**src/rtl/ascon_pkg.sv**
```systemverilog
// Shared definitions for the SPI register bank: FSM states, command byte layout and
// the burst-address helper.
package ascon_pkg;

    typedef enum logic [1:0] {
        IDLE,
        CMD,
        DATA,
        SKIP
    } spi_state_e;

    localparam int unsigned CMD_W        = 8;
    localparam int unsigned CMD_RW_BIT   = 7;
    localparam int unsigned CMD_ADDR_MSB = 6;
    localparam int unsigned ADDR_W       = CMD_ADDR_MSB + 1;

    // Next burst address; anything at or past the last register wraps to 0.
    function automatic logic [ADDR_W-1:0] wrap_inc(input logic [ADDR_W-1:0] a,
                                                   input int unsigned n);
        return ((32'(a) + 32'd1) >= n) ? '0 : a + ADDR_W'(1);
    endfunction

endpackage

```
**src/rtl/spi_edge_det.sv**
```systemverilog
// SPI clock edge detector: registered copy of the synchronised sck plus
// single-cycle rise/fall strobes.
module spi_edge_det (
    input  logic clk,
    input  logic rst,
    input  logic sck,
    output logic rise,
    output logic fall
);

    logic sck_prev;

    always_ff @(posedge clk) begin
        if (rst) begin
            sck_prev <= 1'b0;
        end else begin
            sck_prev <= sck;
        end
    end

    assign rise = sck & ~sck_prev;
    assign fall = ~sck & sck_prev;

endmodule

```
**src/rtl/spi_regbank.sv**
```systemverilog
// SPI mode-0 target exposing NUM_REGS registers, shared with the accelerator through a
// writeback port. Define SPI_AUTOINC_EN for burst frames with auto-incrementing address.
module spi_regbank #(
    parameter int unsigned NUM_REGS = 3,
    parameter int unsigned REG_W    = 128,
    parameter int unsigned SEL_W    = 2
) (
    input  logic                      clk,
    input  logic                      rst,
    input  logic                      sck_sync,
    input  logic                      csb_sync,
    input  logic                      mosi_sync,
    output logic                      miso,
    input  logic                      wrback_en,
    input  logic [SEL_W-1:0]          wrback_sel,
    input  logic [REG_W-1:0]          wrback_val,
    output logic [NUM_REGS*REG_W-1:0] regs_flat,
    output logic                      spi_busy,
    output logic                      wr_collide
);

    import ascon_pkg::*;

    localparam int unsigned CNT_W = $clog2(REG_W);

    spi_state_e        state_q, state_d;
    logic [CNT_W-1:0]  cnt_q, cnt_d;
    logic [CMD_W-2:0]  cmd_q, cmd_d;
    logic [REG_W-1:0]  sr_q, sr_d;
    logic [ADDR_W-1:0] addr_q, addr_d;
    logic              wr_q, wr_d;
    logic              miso_q, miso_d;
    logic              busy_q;
    logic              collide_q;
    logic [REG_W-1:0]  regs_q [NUM_REGS];

    logic              rise, fall;
    logic [CMD_W-1:0]  cmd_full;
    logic [ADDR_W-1:0] load_addr;
    logic [REG_W-1:0]  snap;
    logic [REG_W-1:0]  commit_val;
    logic              commit;

    spi_edge_det u_edge_det (
        .clk  (clk),
        .rst  (rst),
        .sck  (sck_sync),
        .rise (rise),
        .fall (fall)
    );

    assign cmd_full   = {cmd_q, mosi_sync};
    assign commit_val = {sr_q[REG_W-2:0], mosi_sync};

    // Snapshot source: the addressed register, or zero for an invalid address.
    always_comb begin
        load_addr = cmd_full[CMD_ADDR_MSB:0];
`ifdef SPI_AUTOINC_EN
        if (state_q == DATA) begin
            load_addr = wrap_inc(addr_q, NUM_REGS);
        end
`endif
        snap = '0;
        for (int unsigned i = 0; i < NUM_REGS; i++) begin
            if (load_addr == ADDR_W'(i)) begin
                snap = regs_q[i];
            end
        end
    end

    always_comb begin
        state_d = state_q;
        cnt_d   = cnt_q;
        cmd_d   = cmd_q;
        sr_d    = sr_q;
        addr_d  = addr_q;
        wr_d    = wr_q;
        miso_d  = miso_q;
        commit  = 1'b0;
        if (csb_sync) begin
            state_d = IDLE;
            cnt_d   = '0;
            miso_d  = 1'b0;
        end else begin
            unique case (state_q)
                IDLE: begin
                    state_d = CMD;
                    cnt_d   = '0;
                end
                CMD: begin
                    if (rise) begin
                        cmd_d = cmd_full[CMD_W-2:0];
                        if (cnt_q == CNT_W'(CMD_W - 1)) begin
                            state_d = DATA;
                            cnt_d   = '0;
                            wr_d    = cmd_full[CMD_RW_BIT];
                            addr_d  = cmd_full[CMD_ADDR_MSB:0];
                            sr_d    = snap;
                            miso_d  = ~cmd_full[CMD_RW_BIT] & snap[REG_W-1];
                        end else begin
                            cnt_d = cnt_q + CNT_W'(1);
                        end
                    end
                end
                DATA: begin
                    if (rise) begin
                        sr_d = commit_val;
                        if (cnt_q == CNT_W'(REG_W - 1)) begin
                            cnt_d  = '0;
                            commit = wr_q && (32'(addr_q) < NUM_REGS);
`ifdef SPI_AUTOINC_EN
                            addr_d = load_addr;
                            sr_d   = snap;
                            miso_d = ~wr_q & snap[REG_W-1];
`else
                            state_d = SKIP;
                            miso_d  = 1'b0;
`endif
                        end else begin
                            cnt_d = cnt_q + CNT_W'(1);
                        end
                    end else if (fall) begin
                        // sr MSB is the bit the host samples on the coming rise
                        miso_d = ~wr_q & sr_q[REG_W-1];
                    end
                end
                SKIP: begin
                    miso_d = 1'b0;
                end
                default: begin
                    state_d = IDLE;
                end
            endcase
        end
    end

    always_ff @(posedge clk) begin
        if (rst) begin
            state_q   <= IDLE;
            cnt_q     <= '0;
            cmd_q     <= '0;
            sr_q      <= '0;
            addr_q    <= '0;
            wr_q      <= 1'b0;
            miso_q    <= 1'b0;
            busy_q    <= 1'b0;
            collide_q <= 1'b0;
            for (int unsigned i = 0; i < NUM_REGS; i++) begin
                regs_q[i] <= '0;
            end
        end else begin
            state_q <= state_d;
            cnt_q   <= cnt_d;
            cmd_q   <= cmd_d;
            sr_q    <= sr_d;
            addr_q  <= addr_d;
            wr_q    <= wr_d;
            miso_q  <= miso_d;
            busy_q  <= ~csb_sync;
            for (int unsigned i = 0; i < NUM_REGS; i++) begin
                if (commit && (32'(addr_q) == i)) begin
                    regs_q[i] <= commit_val;
                end else if (wrback_en && (32'(wrback_sel) == i)) begin
                    regs_q[i] <= wrback_val;
                end
            end
            if (commit && wrback_en && (32'(wrback_sel) == 32'(addr_q))) begin
                collide_q <= 1'b1;
            end
        end
    end

    for (genvar g = 0; g < NUM_REGS; g++) begin : g_flat
        assign regs_flat[g*REG_W +: REG_W] = regs_q[g];
    end

    assign miso       = miso_q;
    assign spi_busy   = busy_q;
    assign wr_collide = collide_q;

endmodule

```
**config.mk**
```make
export PLATFORM = sky130hd
export DESIGN_NAME = spi_regbank
export DESIGN_NICKNAME = d
export VERILOG_FILES = /design/src/rtl/ascon_pkg.sv /design/src/rtl/spi_edge_det.sv /design/src/rtl/spi_regbank.sv
export SDC_FILE = /design/constraint.sdc
export NUM_CORES = 1
export LEC_CHECK = 0
export ABC_AREA = 1
export CORE_MARGIN = 2
export CORE_UTILIZATION = 45
export CTS_CLUSTER_SIZE = 30
export DETAILED_ROUTE_END_ITERATION = 8
export GPL_TIMING_DRIVEN = 0
export PLACE_DENSITY = 0.7
export SLEW_MARGIN = 5
export SYNTH_ARGS = -nofsm -noshare
export SYNTH_HDL_FRONTEND = slang
export SYNTH_HIERARCHICAL = 1
export SYNTH_SLANG_ARGS = --single-unit
```
**constraint.sdc**
```tcl
create_clock -name clk -period 6.7 [get_ports clk]
set_clock_uncertainty 0.15 [all_clocks]
set_input_delay 1.005 -clock clk [delete_from_list [all_inputs] [get_ports clk]]
set_output_delay 1.005 -clock clk [all_outputs]
set_load 0.01 [all_outputs]
```
# Yosys cells after proc, flatten, opt, wreduce, memory -nomap -nowiden
# Memories as Yosys holds them, arrays and structs flattened.
# Index checks and enable logic that the tools add are counted.
# W data, S select, Z words.
[totals]
register_bits = 156
ram_bits = 384
inputBits = 136
elab_cells = 125
n_memories = 1
[op_classes]
addsub = 1
magnitude_cmp = 1
n_eq_ne = 18
mux = 56
n_bitwise = 15
reduce_logical = 23
[memory_table]
columns = ["name", "depth", "width", "rd", "rd_ports_with_merged_regs", "write_ports", "line", "text"]
rows = [
  ["regs_q", 3, 128, 3, 0, 3, "spi_regbank.sv:35", "logic [REG_W-1:0] regs_q [NUM_REGS];"],
]
[op_table]
columns = ["cell", "count"]
rows = [
  ["$mux W128", 12],
  ["$pmux W128 S2", 1],
  ["$mux W1", 32],
  ["$mux W7", 4],
  ["$pmux W7 S3", 1],
  ["$reduce_and A5 Y1", 3],
  ["$eq A7 B1 Y1 const B", 2],
  ["$eq A7 B2 Y1 const B", 2],
  ["$logic_not A7 Y1", 2],
  ["$logic_and A1 B1 Y1", 9],
  ["$mux W2", 4],
  ["$ne A2 B2 Y1 const B", 4],
  ["$add A7 B1 Y7 const B", 1],
  ["$eq A2 B7 Y1", 1],
  ["$eq A7 B3 Y1 const B", 1],
  ["$eq A7 B7 Y1 const B", 1],
  ["$lt A7 B2 Y1 const B", 1],
  ["$eq A2 B2 Y1 const B", 3],
  ["$ne A3 B3 Y1 const B", 2],
  ["$or A1 B1 Y1", 6],
  ["$pmux W2 S3", 1],
  ["$reduce_and A3 Y1", 2],
  ["$reduce_bool A3 Y1", 2],
  ["$not A1 Y1", 5],
  ["other kinds (7)", 12],
]

# Longest topological paths before layout
[logic_depth]
word_depth = 12
mapped_depth = 17

# Modules after synthesis
# The synthesis kept the hierarchy.
[modules_own_cells]
columns = ["mod", "n_inst", "cells_per_inst", "area_each_um2", "seq_area_each_um2"]
rows = [
  ["spi_regbank", 1, 3787, 28232.1, 14634.0],
  ["spi_edge_det", 1, 6, 38.8, 20.0],
]

# Least setup slack after synthesis
# No wires, ideal clock.
[synth_path]
path_kind = "input to register"
start = "input port sck_sync"
end = "memory regs_q[2][0] (enable)"
setup_ns = 1.435
arrival_time_ns = 4.734
required_time_ns = 5.115
slack_ns = 0.381
stages = 11
n_path_buf = 0
path_cell_list = "inv_1 -> nor2_1 -> inv_1 -> nor2_1 -> nand2_1 -> nor2_2 -> nand2_1 -> nor2_2 -> nand2_1 -> nand2_1 -> nand3_1"
[synth_rtl]
columns = ["element", "line", "text"]
rows = [
  ["start: declaration", "spi_regbank.sv:10", "input logic sck_sync,"],
  ["end: declaration", "spi_regbank.sv:35", ""],
]

==> impl_metrics.csv <==
group,metric,value,unit
sta,slew_violations,0,
outcome,outcome,"complete, no violations",
yosys,synth_ff_type,"edfxtp_1",
floorplan,ios,523,
sta,period_share,56.3,%
critical_path,path_class,"input port to flip-flop",
sta,slew_headroom,9.74,%
sta,setup_violations,0,
yosys,synthesis.area,0.0283,mm^2
min_path,hold_end,"wr_collide",
drt,routedWlPerCell,20.0,um
placed_design,place_area,0.0348,mm^2
min_path,holdPathStages,2,
yosys,yosysWarnings,6,
power,worst_ir_drop_vdd,0.000183,V
clocking,h-tree-depth,2,
critical_path,cp-startpoint,"sck_sync",
critical_path,rr_worst_depth,11,
global_routing,antenna_found_initial,15,
critical_path,r2r_setup_slack,3.45,ns
floorplan,die_w,255,um
clocking,postCtsSetupBuffers,0,
critical_path,worstPathArrival,3.96,ns
drt,vias,27900,
critical_path,cpMaxStageDelayCell,"clkdlybuf4s50_1",
drt,ant_nets,0,
yosys,muxShareOfSynthArea,0,%
yosys,synth.avg_cell_area,7.45,um^2
yosys,synthesis.nets,3934,
drt,viasPerCell,5.27,
critical_path,worstPathCellList,"clkdlybuf4s50_1 -> inv_1 -> nor2_1 -> inv_1 -> nor2_1 -> nand2_1 -> nor2_2 -> nand2_1 -> nor2_2 -> nand2_1 -> nand2_1 -> nand3_4 -> buf_12 -> buf_16",
yosys,synth.distinct_cells,26,
yosys,synth_compound_area_share,9.89,%
sta,worstMarginPinSlew,1.35,ns
yosys,yosysMostFrequentCell,"nand2_1",
yosys,synth_cells,3793,
yosys,ys_seq_elements,540,
clocking,cts_num_sinks,540,
yosys,synth-adder-area-share,0.221,%
final_layout,area_growth,29.7,%
sta,fin_ws,2.93,ns
global_routing,grt_max_degree,50,
critical_path,path_max_fanout,41,
yosys,synth_top_family_by_area,"simple AND/OR/NAND/NOR gates",
clocking,numCtsBuffers,59,
clocking,ctsHoldBuffers,0,
placed_design,dp_slack,2.34,ns
final_layout,design_area,0.0367,mm^2
sta,timing_hold_violations_final,0,
global_routing,grt-ovfl-total,0,
power,leakage,16.3,nW
floorplan,fp.dieArea,0.0648,mm^2
floorplan,coreArea,0.0619,mm^2
power,power.total,0.00839,W
final_layout,drive_gt1_share,5.39,%
clocking,clock-root-buffer,"clkbuf_16",
min_path,hold_path.startpoint,"wr_collide",
floorplan,placementRows,91,
clocking,path_clk_slew,0.06,ns
placed_design,gp_congestion,0.915,
final_layout,nNetsFinal,4525,
drt,drt_first_pass_iters,6,
yosys,synthXorXnorAreaFrac,0.0620,%
placed_design,place.detailed.hpwl,74500,um
drt,drc,0,
yosys,synth_async_sr_flop_share,0,%
yosys,yosys.area_share.simple,26.5,%
min_path,min_path_type,"flip-flop to flip-flop",
floorplan,initial_utilization,45.6,%
placed_design,io_buffers,522,
critical_path,timing.rr.end,"sr_q[63]",
critical_path,cp-end-kind,"flip-flop",
critical_path,regToRegStartpoint,"state_q[0]",
power,cellPowerDensity,229,mW/mm^2
critical_path,cpPeakStageDelay,0.54,ns
sta,fmax,265,MHz
clocking,cts_tree,"yes",
yosys,ys_top_cells_by_count,"nand2_1, inv_1, edfxtp_1, a21oi_1, o21ai_0",
sta,rsz0062_at_grt,"no",
clocking,clk_latency,0.63,ns
sta,fin_crit,3.77,ns
drt,finalWirelength,106000,um
critical_path,cp-start-kind,"input port",
yosys,synth_area_leaders,"edfxtp_1, nand2_1, dfxtp_1",
floorplan,die_y,255,um
clocking,cts_resized,0,
yosys,synth_edf_count,384,
final_layout,final_util,59.2,%
global_routing,grt_pass1_wl,154000,um
yosys,yosys.area.top_type,"edfxtp_1",
clocking,clock_path_buffers,3,
critical_path,cp_common_cell,"nand2_1",
critical_path,critPathRequiredTime,6.89,ns
global_routing,grt_usage,31.7,%
yosys,synth-seq-area-share,51.8,%
yosys,synth_top_cell_area_share,40.8,%
global_routing,grt_pass1_vias,25400,
drt,drt-initial-drc-count,3055,
run,max_cap_viol_count,0,
-- flip-flops by register name, indices dropped and copies added, names as in the netlist --
name,cells
regs_q,384
sr_q,128
addr_q,7
cmd_q,7
cnt_q,7
state_q,2
miso,1
spi_busy,1
u_edge_det/sck_prev,1
wr_collide,1
wr_q,1
-- area by class of cell --
cell class | instances | area [um^2]
Fill cell | 5685 | 25300
Antenna cell | 14 | 35.0
Timing Repair Buffer | 530 | 5420
Buffer | 243 | 1180
Clock inverter | 24 | 174
Clock buffer | 87 | 1680
Multi-Input combinational cell | 2462 | 10400
Inverter | 548 | 2060
Tap cell | 837 | 1050
Sequential cell | 540 | 14700
-- per-layer routing --
| layer | GRT usage [%] | wire length [um] | part of all wire [%] | vias to the layer above |
|---|---|---|---|---|
| li1 | - | - | - | 13100 |
| met1 | 41.5 | 40400 | 38 | 13000 |
| met2 | 51.3 | 49100 | 46 | 1537 |
| met3 | 7.08 | 12200 | 12 | 211 |
| met4 | 12.1 | 4070 | 3.8 | 6 |
| met5 | 0 | 40 | 0.038 | - |
-- worst max-delay path by stage --
stage	slack, ns	endpoint	cells after the start
detailed placement	2.34	regs_q[2][72]	14
global route	2.79	regs_q[2][70]	14
floorplan	0.38	regs_q[2][0]	11
global placement	-4.18	regs_q[2][72]	12
CTS	2.99	regs_q[2][70]	14
finish	2.93	regs_q[2][75]	14
-- stage by stage --
step           instances  setup TNS [ns]  hold slack, ns
2_1_floorplan       3793               0           0.290
3_3_place_gp        5152         -994.75           0.292
3_5_place_dp        5160               0           0.294
4_1_cts             5271               0           0.303
5_1_grt             5277               0           0.313
6_report            5285               0           0.302
-- critical path, delay by kind of cell --
family	cells	cell delay, ns
buffers and inverters	5	1.35
and+or+nand+nor	9	1.56
-- cell usage in the layout (no fill, tap or decap), types with 122 or more instances in the layout --
cell                n
a21oi_1           276
clkbuf_1          122
clkdlybuf4s50_1   522
dfxtp_1           156
edfxtp_1          384
inv_1             547
nand2_1          1575
nand4_1           130
nor2_1            169
o21ai_0           271
-- power by group --
| group | internal [W] | leakage [nW] | switching [W] | total [W] |
|---|---|---|---|---|
| logic | 0.000502 | 10.1 | 0.000865 | 0.00137 |
| registers | 0.00372 | 5.25 | 0.000107 | 0.00383 |
| clock network | 0.00181 | 0.908 | 0.00139 | 0.00320 |
-- logic make-up (layout without fill, tap and decap cells) --
kind of cell | count (synthesis) | after routing
AO/OA/AOI/OAI | 555 | 555
adder cells (fa/ha/maj) | 5 | 5
XOR/XNOR | 2 | 2
other | 0 | 14
buffers and inverters | 791 | 1432
flip-flops | 540 | 540
AND/OR/NAND/NOR | 1900 | 1900
Note: power is estimated with default switching activity, not from simulation.
